### src/rtl/uart_pkg.sv
// Shared constants for the UART blocks: default buffer sizing and the
// transmit-buffer FSM state encoding.
package uart_pkg;

  localparam int UART_FIFO_DEPTH = 16;
  localparam int UART_BUSY_WAIT  = 4;

  typedef logic [1:0] tx_state_t;

  localparam logic [1:0] ST_IDLE      = 2'd0;
  localparam logic [1:0] ST_ISSUE     = 2'd1;
  localparam logic [1:0] ST_WAIT_BUSY = 2'd2;
  localparam logic [1:0] ST_WAIT_DONE = 2'd3;

endpackage

### src/rtl/sync_fifo.sv
// Single-clock FIFO with occupancy count; full/empty/count come from registers
// only, and the storage array is left unreset.
module sync_fifo #(
  parameter int WIDTH = 8,
  parameter int DEPTH = 16
) (
  input  logic                     clk,
  input  logic                     rst,
  input  logic                     push,
  input  logic                     pop,
  input  logic [WIDTH-1:0]         wdata,
  output logic [WIDTH-1:0]         rdata,
  output logic                     full,
  output logic                     empty,
  output logic [$clog2(DEPTH):0]   count
);

  localparam int AW = $clog2(DEPTH);
  localparam logic [AW:0]   CNT_ONE  = (AW+1)'(1);
  localparam logic [AW:0]   CNT_ZERO = (AW+1)'(0);
  localparam logic [AW:0]   CNT_FULL = (AW+1)'(DEPTH);
  localparam logic [AW-1:0] PTR_ONE  = AW'(1);
  localparam logic [AW-1:0] PTR_ZERO = AW'(0);

  logic [WIDTH-1:0] mem_r [DEPTH];
  logic [AW-1:0]    wptr_r;
  logic [AW-1:0]    rptr_r;
  logic [AW:0]      count_r;
  logic [AW:0]      count_nxt_s;
  logic             full_r;
  logic             empty_r;
  logic             do_push_s;
  logic             do_pop_s;

  // A push into a full FIFO is still taken when a pop frees the slot on the same edge
  always_comb begin
    do_pop_s    = pop && !empty_r;
    do_push_s   = push && (!full_r || do_pop_s);
    count_nxt_s = count_r;
    if (do_push_s && !do_pop_s) begin
      count_nxt_s = count_r + CNT_ONE;
    end else if (!do_push_s && do_pop_s) begin
      count_nxt_s = count_r - CNT_ONE;
    end else begin
      count_nxt_s = count_r;
    end
  end

  // Storage write
  always_ff @(posedge clk) begin
    if (do_push_s) begin
      mem_r[wptr_r] <= wdata;
    end
  end

  // Pointers wrap naturally because DEPTH is a power of two
  always_ff @(posedge clk) begin
    if (rst) begin
      wptr_r  <= PTR_ZERO;
      rptr_r  <= PTR_ZERO;
      count_r <= CNT_ZERO;
      full_r  <= 1'b0;
      empty_r <= 1'b1;
    end else begin
      if (do_push_s) begin
        wptr_r <= wptr_r + PTR_ONE;
      end
      if (do_pop_s) begin
        rptr_r <= rptr_r + PTR_ONE;
      end
      count_r <= count_nxt_s;
      full_r  <= (count_nxt_s == CNT_FULL);
      empty_r <= (count_nxt_s == CNT_ZERO);
    end
  end

  assign rdata = mem_r[rptr_r];
  assign full  = full_r;
  assign empty = empty_r;
  assign count = count_r;

endmodule

### src/rtl/uart_tx_buffer.sv
// Buffers bytes from the UART receiver and hands them one at a time to the
// UART transmitter, pacing issues on the transmitter's busy flag.
module uart_tx_buffer
  import uart_pkg::*;
#(
  parameter int DEPTH     = UART_FIFO_DEPTH,
  parameter int BUSY_WAIT = UART_BUSY_WAIT
) (
  input  logic                   clk,
  input  logic                   rst,
  input  logic                   in_valid,
  input  logic [7:0]             in_data,
  input  logic                   tx_busy,
  output logic                   tx_en,
  output logic [7:0]             tx_data,
  output logic [$clog2(DEPTH):0] count,
  output logic                   full,
  output logic                   empty,
  output logic                   overflow
);

  localparam int WW = (BUSY_WAIT > 1) ? $clog2(BUSY_WAIT) : 1;
  localparam logic [WW-1:0] WAIT_LAST = WW'(BUSY_WAIT - 1);
  localparam logic [WW-1:0] WAIT_ONE  = WW'(1);
  localparam logic [WW-1:0] WAIT_ZERO = WW'(0);

  tx_state_t   state_r;
  tx_state_t   state_nxt_s;
  logic [WW-1:0] wait_cnt_r;
  logic        pop_s;
  logic        push_s;
  logic [7:0]  head_s;
  logic        fifo_full_s;
  logic        fifo_empty_s;
  logic        tx_en_r;
  logic [7:0]  tx_data_r;
  logic        overflow_r;

  assign push_s = in_valid && !rst;

  sync_fifo #(
    .WIDTH (8),
    .DEPTH (DEPTH)
  ) u_fifo (
    .clk   (clk),
    .rst   (rst),
    .push  (push_s),
    .pop   (pop_s),
    .wdata (in_data),
    .rdata (head_s),
    .full  (fifo_full_s),
    .empty (fifo_empty_s),
    .count (count)
  );

  // Next-state logic; the head byte is popped only from IDLE with the transmitter free
  always_comb begin
    state_nxt_s = state_r;
    pop_s       = 1'b0;
    case (state_r)
      ST_IDLE: begin
        if (!fifo_empty_s && !tx_busy) begin
          pop_s       = 1'b1;
          state_nxt_s = ST_ISSUE;
        end else begin
          state_nxt_s = ST_IDLE;
        end
      end
      ST_ISSUE: begin
        state_nxt_s = ST_WAIT_BUSY;
      end
      ST_WAIT_BUSY: begin
        if (tx_busy) begin
          state_nxt_s = ST_WAIT_DONE;
        end else if (wait_cnt_r == WAIT_LAST) begin
          state_nxt_s = ST_IDLE;
        end else begin
          state_nxt_s = ST_WAIT_BUSY;
        end
      end
      ST_WAIT_DONE: begin
        if (!tx_busy) begin
          state_nxt_s = ST_IDLE;
        end else begin
          state_nxt_s = ST_WAIT_DONE;
        end
      end
      default: begin
        state_nxt_s = ST_IDLE;
      end
    endcase
  end

  // State, handshake outputs and the timeout counter for a transmitter that never goes busy
  always_ff @(posedge clk) begin
    if (rst) begin
      state_r    <= ST_IDLE;
      wait_cnt_r <= WAIT_ZERO;
      tx_en_r    <= 1'b0;
      tx_data_r  <= 8'h00;
      overflow_r <= 1'b0;
    end else begin
      state_r    <= state_nxt_s;
      tx_en_r    <= pop_s;
      overflow_r <= in_valid && fifo_full_s && !pop_s;
      if (pop_s) begin
        tx_data_r <= head_s;
      end
      if (state_r == ST_WAIT_BUSY) begin
        wait_cnt_r <= wait_cnt_r + WAIT_ONE;
      end else begin
        wait_cnt_r <= WAIT_ZERO;
      end
    end
  end

  assign tx_en    = tx_en_r;
  assign tx_data  = tx_data_r;
  assign overflow = overflow_r;
  assign full     = fifo_full_s;
  assign empty    = fifo_empty_s;

endmodule

### config.mk
export PLATFORM = sky130hd
export DESIGN_NAME = uart_tx_buffer
export DESIGN_NICKNAME = d
export VERILOG_FILES = /design/src/rtl/uart_pkg.sv /design/src/rtl/sync_fifo.sv /design/src/rtl/uart_tx_buffer.sv
export SDC_FILE = /design/constraint.sdc
export NUM_CORES = 1
export LEC_CHECK = 0
export BUFFER_PORTS_ARGS = -buffer_cell sky130_fd_sc_hd__buf_4
export CAP_MARGIN = 20
export CORE_ASPECT_RATIO = 1.1
export CORE_UTILIZATION = 50
export DETAILED_ROUTE_END_ITERATION = 16
export GPL_TIMING_DRIVEN = 0
export PLACE_DENSITY_LB_ADDON = 0.05
export SYNTH_ARGS = -nofsm -noshare
export SYNTH_HDL_FRONTEND = slang
export SYNTH_SLANG_ARGS = --single-unit
### constraint.sdc
create_clock -name clk -period 3.12 [get_ports clk]
set_input_delay 0.312 -clock clk [delete_from_list [all_inputs] [get_ports clk]]
set_output_delay 0.312 -clock clk [all_outputs]
set_load 0.005 [all_outputs]
==> Yosys cells after proc, flatten, opt, wreduce, memory -nomap -nowiden <==
Memory sizes are Yosys's and may differ from the RTL's. A register that Yosys moved wholly into a read port is not among the register bits.
Cells that the tools add are included.
{ "op_classes": {"add_sub_neg": 5, "n_eq_ne": 5, "bitwise": 1, "shifts": 0, "multipliers": 0, "muxes": 11, "reduce_logical": 19, "div": 0, "order_cmp": 0} }
{ "op_table": {"columns": ["cell", "n"], "rows": [
  ["two-way mux 5 bit", 2],
  ["adder 4 x 1 -> 4 bit (second input constant)", 2],
  ["logical AND 1 bit", 8],
  ["one-hot mux 2 bit (4 select lines)", 1],
  ["logical NOT 1 bit", 7],
  ["== test 2 bit (second input constant)", 3],
  ["two-way mux 2 bit", 3],
  ["adder 5 x 1 -> 5 bit (second input constant)", 1],
  ["== test 5 bit (second input constant)", 1],
  ["logical NOT 5 bit", 1],
  ["two-way mux 1 bit", 5],
  ["subtractor 5 x 1 -> 5 bit (second input constant)", 1],
  ["adder 2 x 1 -> 2 bit (second input constant)", 1],
  ["== test 2 x 1 -> 1 bit (second input constant)", 1],
  ["logical NOT 2 bit", 1],
  ["OR reduction 2 bit", 1],
  ["logical OR 1 bit", 1],
  ["inverter 1 bit", 1]
]} }
{ "totals": {"out_inout_bits": 17, "wordCells": 51, "ramBits": 128, "ff_bits": 21, "mem_count": 1, "rom_bits": 0, "latch_bits": 0} }
{ "memory_table": {"columns": ["memory", "depth", "width", "rd", "rd_ports_with_merged_regs", "wr", "line", "text"], "rows": [
  ["u_fifo.mem_r", 16, 8, 1, 1, 1, "sync_fifo.sv:25", "logic [WIDTH-1:0] mem_r [DEPTH];"]
]} }

==> Longest topological paths before layout <==
Gate-level depths: netlist of the first run.
{ "logic_depth": {"depth_word": 12, "depth_mapped": 7, "ltp_nobuf": 6} }

==> Hierarchy <==
Synthesis of the first run repeated with hierarchy kept, for this count alone.
{ "unflattened": {"hier_cells": 351, "hier_area_um2": 6486.2} }
{ "by_module_without_submodules": {"columns": ["mod", "cells_each", "n_inst", "area_per_inst_um2", "seq_area_each_um2"], "rows": [
  ["sync_fifo", 298, 1, 5909.4, 4224.1],
  ["uart_tx_buffer", 53, 1, 576.8, 280.3]
]} }

==> Least setup slack after synthesis of the first run <==
OpenSTA, ideal clock, no wires.
{ "synth_timing": {"kind": "register -> register", "startpoint": "register state_r[1]", "endpoint": "memory u_fifo.mem_r[3][0], enable pin", "synth_period_minus_slack_ps": 2402, "path_stages_with_launch": 6, "slack_ps": 718, "setup_ps": 383, "t_arrival_ps": 2018, "cell_sequence": "dfxtp_1 or4_1 buf_2 a21oi_4 nand2_1 nor3_1"} }
{ "synth_via": {"elab_chain_cells": 7} }
{ "synth_rtl": {"columns": ["element", "line", "text"], "rows": [
  ["from (decl)", "uart_tx_buffer.sv:27", "tx_state_t state_r;"],
  ["from (signal assigned)", "uart_tx_buffer.sv:103", "state_r <= state_nxt_s;"],
  ["logical NOT 2 bit", "uart_tx_buffer.sv:60", "case (state_r)"],
  ["two-way mux 1 bit", "uart_tx_buffer.sv:60", null],
  ["logical AND 1 bit", "sync_fifo.sv:37", "do_pop_s = pop && !empty_r;"],
  ["logical OR 1 bit", "sync_fifo.sv:38", "do_push_s = push && (!full_r || do_pop_s);"],
  ["logical AND 1 bit", "sync_fifo.sv:38", null],
  ["two-way mux 1 bit", "sync_fifo.sv:51", "if (do_push_s) begin"],
  ["two-way mux 1 bit (not written as such)", "sync_fifo.sv:52", "mem_r[wptr_r] <= wdata;"],
  ["to (decl)", "sync_fifo.sv:25", null]
]} }
No other way between the ends.

==> Worst setup path after layout of the first run <==
{ "layout_timing": {"startpoint": "register state_r[1]", "endpoint": "memory u_fifo.mem_r[2][5], enable pin"} }
Same word-level chain as after synthesis.

==> results.tsv, run 1 <==
stage	metric	value	unit
floorplan	coreArea	0.0120	mm²
drt	drtIter0Drc	342	
worst_setup_path	crit_fanout	8	
drt	routed-via-count	3316	
run_status	status	finished, final reports clean	
floorplan	die_w	108	µm
timing	finalCritPeriodShare	86.1	%
hold_path	hp-class	in -> reg	
drt	postRouteAntennaNets	0	
drt	drt-total-wl	12.5	mm
floorplan	start_util	51.2	%
drt	drtPass1Iterations	6	
clocking	cts_setup_buffers	0	
worst_setup_path	rr_startpoint	state_r[1]$_SDFF_PP0_	
worst_setup_path	r2r_end	u_fifo.mem_r[2][5]$_DFFE_PP_	
logic_synthesis	yosys.area.top_type_share	62.4	%
grt	grt_pass1_wl	19.2	mm
timing	rsz0062_at_grt	false	
timing	final.setup.tns	0	ns
clocking	cts_buffers	17	
cells_and_area	area_growth	16.2	%
clocking	root_buffer	clkbuf_16	
logic_synthesis	synth_edf_count	128	
clocking	cts_hold_buffers	0	
logic_synthesis	yosysWarnings	0	
timing	worst_slew_pin_slew	0.900	ns
drt	via_per_inst	5.72	
worst_setup_path	rrSetupSlack	0.43	ns
grt	grt_usage	21.9	%
place	port_buffers	26	
timing	fmax	372	MHz
floorplan	ioPinCount	29	
logic_synthesis	avgSynthCellArea	16.9	µm²
clocking	clock-sinks	157	
floorplan	row_count	42	
logic_synthesis	synth.most_common_cell	edfxtp_1	
power	p_leak	2.36	nW
clocking	htreeDepth	4	
worst_setup_path	crit_start	state_r[1]$_SDFF_PP0_	
timing	drv_slew	0	
timing	min_period	2.69	ns
worst_setup_path	crit_type	reg -> reg	
cells_and_area	antenna-diode-count	0	
clocking	clk_pin_slew_worst_paths	0.06	ns
logic_synthesis	syn_area	0.00616	mm²
grt	antenna_found_initial	0	
drt	wire_per_inst	21.6	µm
worst_setup_path	arrival	2.82	ns
floorplan	die_y	118	µm
logic_synthesis	synth_seq_area_share	71.8	%
logic_synthesis	ys_top_cells_by_count	128 x edfxtp_1, 37 x nor2_1, 32 x mux4_2	
worst_setup_path	worstRegToRegCells	6	
logic_synthesis	ys_types	34	
floorplan	die-area	0.0128	mm²
grt	grt_pass1_vias	3261	
clocking	cts_tree	done	
worst_setup_path	startpoint_type	register	
clocking	post_cts_resized	0	
worst_setup_path	critPathCapture	u_fifo.mem_r[2][5]$_DFFE_PP_	
job	max-cap-violations	0	
timing	setup_viol	0	
timing	skew	0.0131	ns
cells_and_area	drive_above_1_share	23.2	%
logic_synthesis	yosysTopAreaCell	edfxtp_1	
clocking	clk_latency	0.42	ns
place	hpwl	8.43	mm
logic_synthesis	syn_nets	384	
grt	grt_overflow_total	0	
grt	grt_max_degree	17	
place	gp_congestion	0.832	
hold_path	hold_start	rst	
logic_synthesis	synthTopCellsByArea	edfxtp_1 62%, mux4_2 12%, dfxtp_1 9.4%	
worst_setup_path	worstPathRequired	3.25	ns
timing	worst_slack	0.434	ns
cells_and_area	nNetsFinal	433	
logic_synthesis	synth_ff_type	edfxtp_1	
logic_synthesis	ys_seq_elements	157	
drt	drc_errors	0	
power	vdd_drop_max	0.000476	V
clocking	clock_path_buffers	2	
power	power_density	679	mW/mm²
logic_synthesis	syn_inst	364	
timing	finalHoldViolations	0	
logic_synthesis	async_flop_share	0	%
timing	slew_headroom	39.8	%
worst_setup_path	endpoint_kind	register	
place	place_ws	0.393	ns
[layout make-up]
cell class / count / area [µm²]
clock inverters: 13 / 149
flip-flops and latches: 157 / 4420
plain buffers: 23 / 100
repair buffers: 30 / 225
fillers: 904 / 4870
multi-input cells: 179 / 1620
clock buffers: 19 / 433
inverters: 5 / 18.8
well taps: 154 / 193
[kinds of logic (layout without fill, tap and decap cells)]
group	Yosys count	count (layout)	synth area share, %
buffers and inverters	28	90	1.93
multiplexers	32	32	11.7
AND/OR/NAND/NOR	81	81	6.50
AO/OA/AOI/OAI	48	48	5.05
XOR/XNOR	10	10	1.42
adder cells (fa/ha/maj)	8	8	1.62
flip-flops	157	157	71.8
[flip-flops by register name, summed over array words and instances, names as in the netlist]
name and count:
u_fifo.count 5, overflow 1, u_fifo.wptr_r 4, u_fifo.full 1, tx_data 8, u_fifo.mem_r 128
state_r 2, wait_cnt_r 2, u_fifo.empty 1, tx_en 1, u_fifo.rptr_r 4
[critical path, stage by stage (launching register included)]
cell and delay, ns:
dfxtp_1 0.38, or4_1 0.53, buf_2 0.19, a21oi_4 0.26
nand2_1 0.17, nor3_1 0.59, buf_4 0.28
[stage by stage]
step	utilization, %	cell area, µm²	hold WS (ns)	power [mW]	instances
2_1_floorplan	-	6160	0.405	2.70	364
3_3_place_gp	54.4	6550	0.415	2.87	544
3_5_place_dp	54.7	6580	0.435	2.88	548
4_1_cts	59.5	7160	0.128	4.90	580
5_1_grt	59.5	7160	0.162	5.03	580
6_report	59.5	7160	0.138	4.86	580
[layer usage]
metal,vias up,track usage [%],share of wire (%)
met2,89,35.0,51
met5,-,0,0
met3,14,5.30,4.2
li1,1519,-,-
met4,0,8.82,1.6
met1,1694,28.9,43
[power by group]
group / switching (mW) / total (mW) / leakage (nW) / internal [mW]
clock: 0.790 / 2.03 / 0.269 / 1.24
sequential: 0.0425 / 2.35 / 1.39 / 2.31
combinational: 0.249 / 0.473 / 0.705 / 0.224
total: 1.08 / 4.86 / 2.36 / 3.78
[cells in the final DEF (no fill, tap or decap), types with 4 or more instances in the layout]
cell type / count
edfxtp_1: 128
nor2_1: 37
mux4_2: 32
buf_4: 31
dfxtp_1: 29
a21oi_1: 21
a22oi_1: 17
clkbuf_16: 17
nand2_1: 14
clkbuf_1: 10
ha_1: 8
buf_2: 7
buf_1: 6
nor3_1: 6
inv_1: 5
xnor2_1: 5
xor2_1: 5
and3_1: 4
clkinvlp_4: 4
clkinv_1: 4
[worst min-delay path by stage]
stage / slack, ns / to / cells past startpoint
final: 0.14 / u_fifo.count[1]$_SDFF_PP0_ / 2
after global routing: 0.16 / wait_cnt_r[1]$_SDFF_PP0_ / 2
after CTS: 0.13 / u_fifo.count[1]$_SDFF_PP0_ / 2
after detailed placement: 0.43 / wait_cnt_r[0]$_SDFF_PP0_ / 1
after global placement: 0.41 / wait_cnt_r[0]$_SDFF_PP0_ / 1
after floorplan: 0.40 / wait_cnt_r[0]$_SDFF_PP0_ / 1
Note: power is estimated with default switching activity, not from simulation.
==> run 2: changes to the inputs <==
--- a/config.mk
+++ b/config.mk
@@ -5,11 +5,12 @@
 export SDC_FILE = /design/constraint.sdc
 export NUM_CORES = 1
 export LEC_CHECK = 0
-export BUFFER_PORTS_ARGS = -buffer_cell sky130_fd_sc_hd__buf_4
-export CAP_MARGIN = 20
+export ABC_AREA = 1
+export CAP_MARGIN = 10
 export CORE_ASPECT_RATIO = 1.1
 export CORE_UTILIZATION = 50
 export DETAILED_ROUTE_END_ITERATION = 16
+export DONT_BUFFER_PORTS = 1
 export GPL_TIMING_DRIVEN = 0
 export PLACE_DENSITY_LB_ADDON = 0.05
 export SYNTH_ARGS = -nofsm -noshare
==> results.tsv, run 2 <==
stage	metric	value	unit	change
floorplan	coreArea	0.0127	mm²	+5.5%
logic_synthesis	synth_seq_area_share	67.4	%	-4.4 points
cells_and_area	area_growth	12.4	%	
logic_synthesis	synthTopCellsByArea	edfxtp_1 59%, dfxtp_1 8.8%, nor2_1 8.4%		
power	netSwitchingFraction	28.0	%	+5.8 points
worst_setup_path	crit_type	reg -> reg		
logic_synthesis	yosysWarnings	0		unchanged
drt	drc_errors	4		+4
timing	rsz0062_at_grt	false		
place	hpwl	10.6	mm	+26%
power	pwr-share-clk	36.5	%	-5.3 points
drt	via_per_inst	5.54		-3.0%
logic_synthesis	yosysTopAreaCell	edfxtp_1		
power	vdd_drop_max	0.000459	V	-3.5%
cells_and_area	antenna-diode-count	0		unchanged
clocking	clock_path_buffers	2		unchanged
logic_synthesis	syn_inst	593		+63%
logic_synthesis	synth_ff_type	edfxtp_1		
timing	skew	0.00945	ns	-0.00363 ns
clocking	root_buffer	clkbuf_16		
worst_setup_path	startpoint_type	register		
grt	grt_max_degree	17		unchanged
timing	drv_slew	0		unchanged
grt	grt_overflow_total	0		unchanged
logic_synthesis	syn_area	0.00657	mm²	+6.5%
place	dp_cells	750		+37%
drt	postRouteAntennaNets	0		unchanged
clocking	post_cts_resized	0		unchanged
logic_synthesis	synth_edf_count	128		unchanged
drt	drtIter0Drc	414		+21%
cells_and_area	largest_register_ffs	128		unchanged
clocking	clock-sinks	157		unchanged
drt	drtPass1Iterations	11		+5
drt	wire_per_inst	20.0	µm	-7.4%
grt	grt_pass1_vias	4261		+31%
logic_synthesis	synth.most_common_cell	nor2_1		
timing	fmax	447	MHz	+20%
worst_setup_path	worstPathRequired	3.17	ns	-0.08 ns
logic_synthesis	yosys.area.top_type_share	58.5	%	-3.8 points
place	gp_congestion	0.817		-1.8%
floorplan	die_w	111	µm	+3.1%
worst_setup_path	arrival	2.29	ns	-0.53 ns
cells_and_area	drive_above_1_share	11.1	%	-12 points
run_status	status	finished with violations		
cells_and_area	fill_cells	1093		+21%
worst_setup_path	crit_fanout	8		unchanged
worst_setup_path	endpoint_kind	register		
logic_synthesis	async_flop_share	0	%	unchanged
cells_and_area	top_register	u_fifo.mem_r		
timing	slew_headroom	39.0	%	-0.76 points
power	p_leak	2.60	nW	+10%
logic_synthesis	ys_top_cells_by_count	147 x nor2_1, 128 x edfxtp_1, 58 x o21ai_0		
logic_synthesis	ys_types	31		-8.8%
logic_synthesis	ys_seq_elements	157		unchanged
grt	antenna_found_initial	0		unchanged
floorplan	row_count	43		+2.4%
floorplan	ioPinCount	29		unchanged
power	power_density	698	mW/mm²	+2.9%
floorplan	die-area	0.0136	mm²	+6.4%
place	port_buffers	0		-100%
clocking	clk_latency	0.43	ns	about the same
cells_and_area	nNetsFinal	640		+48%
timing	worst_slew_pin_slew	0.912	ns	+0.0113 ns
power	p_comb_share	17.0	%	+7.3 points
cells_and_area	fin_area	0.00738	mm²	+3.0%
timing	finalCritPeriodShare	71.8	%	-14 points
hold_path	hp-class	in -> reg		
run_status	violations	design-rule violations		
logic_synthesis	syn_nets	613		+60%
drt	drt-total-wl	15.8	mm	+26%
floorplan	start_util	51.7	%	+0.49 points
grt	grt_usage	25.0	%	+3.1 points
timing	setup_viol	0		unchanged
timing	min_period	2.24	ns	-0.446 ns
drt	routed-via-count	4379		+32%
grt	grt_pass1_wl	24.3	mm	+26%
clocking	clk_pin_slew_worst_paths	0.06	ns	about the same
logic_synthesis	avgSynthCellArea	11.1	µm²	-35%
clocking	cts_tree	done		
cells_and_area	finalNonFillerCells	790		+36%
power	seqPwrFrac	46.5	%	-1.9 points
floorplan	die_y	122	µm	+3.2%
timing	finalHoldViolations	0		unchanged
cells_and_area	layout_common_cells	147 x nor2_1, 128 x edfxtp_1, 58 x o21ai_0		
timing	final.setup.tns	0	ns	unchanged
cells_and_area	final_common_cell	nor2_1		
job	max-cap-violations	0		unchanged
power	power.internal	3.71	mW	-1.9%
power	power.switching	1.44	mW	+33%
clocking	cts_buffers	17		unchanged
worst_setup_path	rrSetupSlack	0.88	ns	+0.45 ns
clocking	htreeDepth	4		unchanged
place	postPlaceCellArea	0.00676	mm²	+2.7%
==> run 2: cell type report <==
type                       count  area (µm²)  area share, %
tap                          157         196           2.66
clock inverter                12        98.8           1.34
inverter                      33         124           1.68
sequential                   157        4420           60.0
clock buffer                  20         437           5.92
multi-input combinational    374        1830           24.8
buffer                        29         185           2.51
timing repair buffer           8        80.1           1.09
==> run 2: kinds of logic (layout without fill, tap and decap cells) <==
family	count (synthesis)	in the layout	synth area share [%]
DFF	157	157	67.4
AOI/OAI and AO/OA	109	109	9.32
buffers and inverters	62	102	4.71
and+or+nand+nor	253	253	16.5
xor gates and xnor gates	4	4	0.534
adders and majority gates	8	8	1.52
==> run 2: timing repair <==
item / in CTS / in global routing
hold buffers: 8 / 0
setup buffers: 0 / 0
endpoints found under the setup margin: 0 / 0
endpoints found under the hold margin: 128 / 0
==> run 2: layer usage <==
layer	wire [µm]	vias to the layer above	GRT usage, %
met4	269	0	9.38
li1	-	2121	-
met2	7370	146	39.1
met5	0	-	0
met3	958	22	6.77
met1	7180	2090	33.5
==> run 2: power by group through the flow <==
stage	logic (mW)	registers, mW	clock network (mW)
finish	0.875	2.40	1.88
global route	0.973	2.40	1.98
CTS	0.875	2.40	1.89
detailed placement	0.833	2.44	0
global placement	0.822	2.44	0
floorplan	0.603	2.43	0
==> run 2: metrics by stage <==
stage          setup slack (ns)  power [mW]  util, %  hold slack [ns]
6_report                  0.881        5.15     58.1           0.0359
5_1_grt                   0.750        5.35     58.1           0.0272
4_1_cts                   0.888        5.17     58.1           0.0220
3_5_place_dp              0.898        3.27     53.3            0.412
3_3_place_gp              0.943        3.26     53.3            0.412
2_1_floorplan              1.40        3.03        -            0.404
==> run 2: path summary, 6_finish.rpt <==
| path | endpoint | depth (start not counted) | from |
|---|---|---|---|
| setup / recovery | u_fifo.mem_r[4][2]$_DFFE_PP_ | 7 | state_r[1]$_SDFF_PP0_ |
| hold / removal | u_fifo.empty$_SDFF_PP1_ | 2 | rst |
| setup reg to reg | u_fifo.mem_r[4][2]$_DFFE_PP_ | 7 | state_r[1]$_SDFF_PP0_ |
| hold reg to reg | wait_cnt_r[0]$_SDFF_PP0_ | 1 | wait_cnt_r[0]$_SDFF_PP0_ |
==> run 2: critical path, stage by stage, from the launching register on <==
cell and delay, ns:
dfxtp_1 0.35, nor2_4 0.20, nand2_4 0.11, nand2_1 0.11
nand2_2 0.09, inv_1 0.11, nand2_1 0.15, nor2_1 0.72
==> run 3: changes to the inputs <==
--- a/config.mk
+++ b/config.mk
@@ -5,7 +5,7 @@
 export SDC_FILE = /design/constraint.sdc
 export NUM_CORES = 1
 export LEC_CHECK = 0
-export ABC_AREA = 1
+export ABC_AREA = 0
 export CAP_MARGIN = 10
 export CORE_ASPECT_RATIO = 1.1
 export CORE_UTILIZATION = 50
==> constraint.sdc (replaced) <==
create_clock -name clk -period 1.8 [get_ports clk]
set_input_delay 0.18 -clock clk [delete_from_list [all_inputs] [get_ports clk]]
set_output_delay 0.18 -clock clk [all_outputs]
set_load 0.005 [all_outputs]
==> results.tsv, run 3 (synthesized netlist as in run 1, its figures left out) <==
stage	metric	value	unit	change
run_status	status	finished with violations		
run_status	violations	negative setup slack		
grt	grt_pass1_vias	3608		-15%
drt	drtIter0Drc	321		-22%
floorplan	ioPinCount	29		unchanged
drt	drtPass1Iterations	4		-7
place	port_buffers	0		unchanged
grt	grt_pass1_wl	21.0	mm	-14%
clocking	cts_buffers	17		unchanged
cells_and_area	nNetsFinal	450		-30%
floorplan	coreArea	0.0120	mm²	-5.2%
power	power.internal	6.64	mW	+79%
clocking	clock-sinks	157		unchanged
cells_and_area	area_growth	30.5	%	
timing	worst_slack	-0.173	ns	-1.05 ns
grt	antenna_found_initial	0		unchanged
drt	via_per_inst	5.78		+4.2%
power	p_leak	2.58	nW	-0.93%
drt	drc_errors	0		-4
grt	grt_max_degree	17		unchanged
drt	routed-via-count	3449		-21%
power	p_comb_share	13.3	%	-3.7 points
cells_and_area	layout_common_cells	128 x edfxtp_1, 32 x mux4_2, 25 x nor2_1		
worst_setup_path	crit_type	reg -> reg		
timing	whs	0.0278	ns	-0.00813 ns
timing	worst_slew_pin_slew	0.906	ns	-0.00591 ns
worst_setup_path	path_cells	or4_4 > a21oi_4 > buf_12 > nand2_8 > nor3_4 > buf_12		
cells_and_area	fill_cells	783		-28%
timing	fmax	507	MHz	+14%
power	total_power	8.64	mW	+68%
timing	slew_headroom	39.4	%	+0.40 points
timing	rsz0062_at_grt	true		
job	max-cap-violations	0		unchanged
power	netSwitchingFraction	23.2	%	-4.8 points
power	power.switching	2.00	mW	+39%
floorplan	die_w	108	µm	-3.1%
timing	finalCritPeriodShare	110	%	+38 points
clocking	cts_tree	done		
drt	postRouteAntennaNets	0		unchanged
clocking	clk_pin_slew_worst_paths	0.06	ns	about the same
cells_and_area	final_common_cell	edfxtp_1		
cells_and_area	antenna-diode-count	0		unchanged
timing	drv_slew	0		unchanged
cells_and_area	top_register	u_fifo.mem_r		
drt	wire_per_inst	23.0	µm	+15%
worst_setup_path	cp_common_cell	buf_12		
hold_path	hp-class	in -> reg		
worst_setup_path	endpoint_kind	register		
hold_path	hold_start	rst		
floorplan	row_count	42		-2.3%
timing	finalHoldViolations	0		unchanged
worst_setup_path	arrival	2.11	ns	-0.18 ns
clocking	root_buffer	clkbuf_16		
clocking	htreeDepth	4		unchanged
clocking	clk_latency	0.42	ns	about the same
drt	drt-total-wl	13.7	mm	-13%
power	seqPwrFrac	47.4	%	+0.9 points
worst_setup_path	cpPeakStageDelay	0.55	ns	-0.17 ns
worst_setup_path	cp_top_family	simple AND/OR/NAND/NOR gates		
timing	skew	0.00775	ns	-0.00170 ns
timing	min_period	1.97	ns	-0.266 ns
place	hpwl	8.18	mm	-23%
cells_and_area	largest_register_ffs	128		unchanged
worst_setup_path	startpoint_type	register		
clocking	clock_path_buffers	2		unchanged
power	power_density	1070	mW/mm²	+54%
grt	grt_usage	23.7	%	-1.3 points
power	vdd_drop_max	0.000706	V	+54%
floorplan	die-area	0.0128	mm²	-6.0%
floorplan	die_y	118	µm	-3.1%
timing	setup_viol	139		+139
grt	grt_overflow_total	0		unchanged
worst_setup_path	crit_start	state_r[0]$_SDFF_PP0_		
place	gp_congestion	0.839		+2.7%
power	pwr-share-clk	39.3	%	+2.8 points
worst_setup_path	crit_fanout	8		unchanged
worst_setup_path	rr_startpoint	state_r[0]$_SDFF_PP0_		
worst_setup_path	slowest_stage	or4_4		
floorplan	start_util	51.2	%	-0.49 points
worst_setup_path	worstPathRequired	1.93	ns	-1.24 ns
cells_and_area	drive_above_1_share	39.1	%	+28 points
worst_setup_path	path_buf_inv	2		+1
run 3: cell types whose count changed in the layout (fill, tap and decap cells not counted), sizes merged, moves of 30 or more:
cell,before,now
buf,24,54
o21ai,70,3
nand2,52,14
nor2,150,37
mux4,0,32
nand3,45,0
run 3: worst register-to-register path: cells and delay by family, from the launching register on:
kind / cells / cell delay (ns)
AOI/OAI and AO/OA: 1 / 0.16
buffers and inverters: 2 / 0.32
DFF: 1 / 0.34
and+or+nand+nor: 3 / 0.87
run 3: routing by layer:
metal	up-vias	track usage, %	wire, µm
met5	-	0	0
met4	0	11.8	439
met3	28	5.30	467
met2	82	37.2	6780
met1	1782	31.1	6050
li1	1557	-	-
run 3: final timing paths:
| path | endpoint | slack, ns | depth (start not counted) |
|---|---|---|---|
| worst max-delay path | u_fifo.mem_r[3][5]$_DFFE_PP_ | -0.17 | 6 |
| worst min register to register | wait_cnt_r[0]$_SDFF_PP0_ | 0.43 | 1 |
| worst max register to register | u_fifo.mem_r[3][5]$_DFFE_PP_ | -0.17 | 6 |
| worst min-delay path | u_fifo.count[1]$_SDFF_PP0_ | 0.03 | 2 |
run 3: layout make-up:
cell class                      instances  area (µm²)  share of cell area (%)
Buffer                                 20         189                    2.35
Clock inverter                         12         123                    1.52
Timing Repair Buffer                   50         684                    8.51
Inverter                                5        18.8                   0.233
Multi-Input combinational cell        179        1960                    24.4
Clock buffer                           20         437                    5.43
Sequential cell                       157        4440                    55.1
Tap cell                              154         193                    2.40
run 3: repair_timing:
action / CTS / global route
resized for setup: 82 / 18
buffers inserted: 30 / 8
gates cloned: 3 / 0
hold buffers: 9 / 0
pin swaps: 30 / 23
endpoints found under the hold margin: 130 / 0
setup endpoints to repair: 141 / 142
run 3: stage by stage:
| step | area [µm²] | utilization (%) | worst slack (ns) | instances | setup TNS (ns) |
|---|---|---|---|---|---|
| finish | 8050 | 66.9 | -0.173 | 597 | -12.39 |
| global placement | 6450 | 53.6 | -0.653 | 518 | -78.94 |
| global route | 8050 | 66.9 | -0.249 | 597 | -21.32 |
| CTS | 7910 | 65.8 | -0.241 | 590 | -23.88 |
| floorplan | 6260 | - | -0.288 | 364 | -31.11 |
| detailed placement | 6450 | 53.6 | -0.684 | 518 | -81.47 |
run 3: power by group through the flow:
stage | Combinational (mW) | Sequential, mW | Clock (mW)
2_1_floorplan | 0.553 | 4.14 | 0
3_3_place_gp | 0.688 | 4.16 | 0
3_5_place_dp | 0.698 | 4.17 | 0
4_1_cts | 1.07 | 4.09 | 3.44
5_1_grt | 1.23 | 4.11 | 3.57
6_report | 1.15 | 4.10 | 3.40
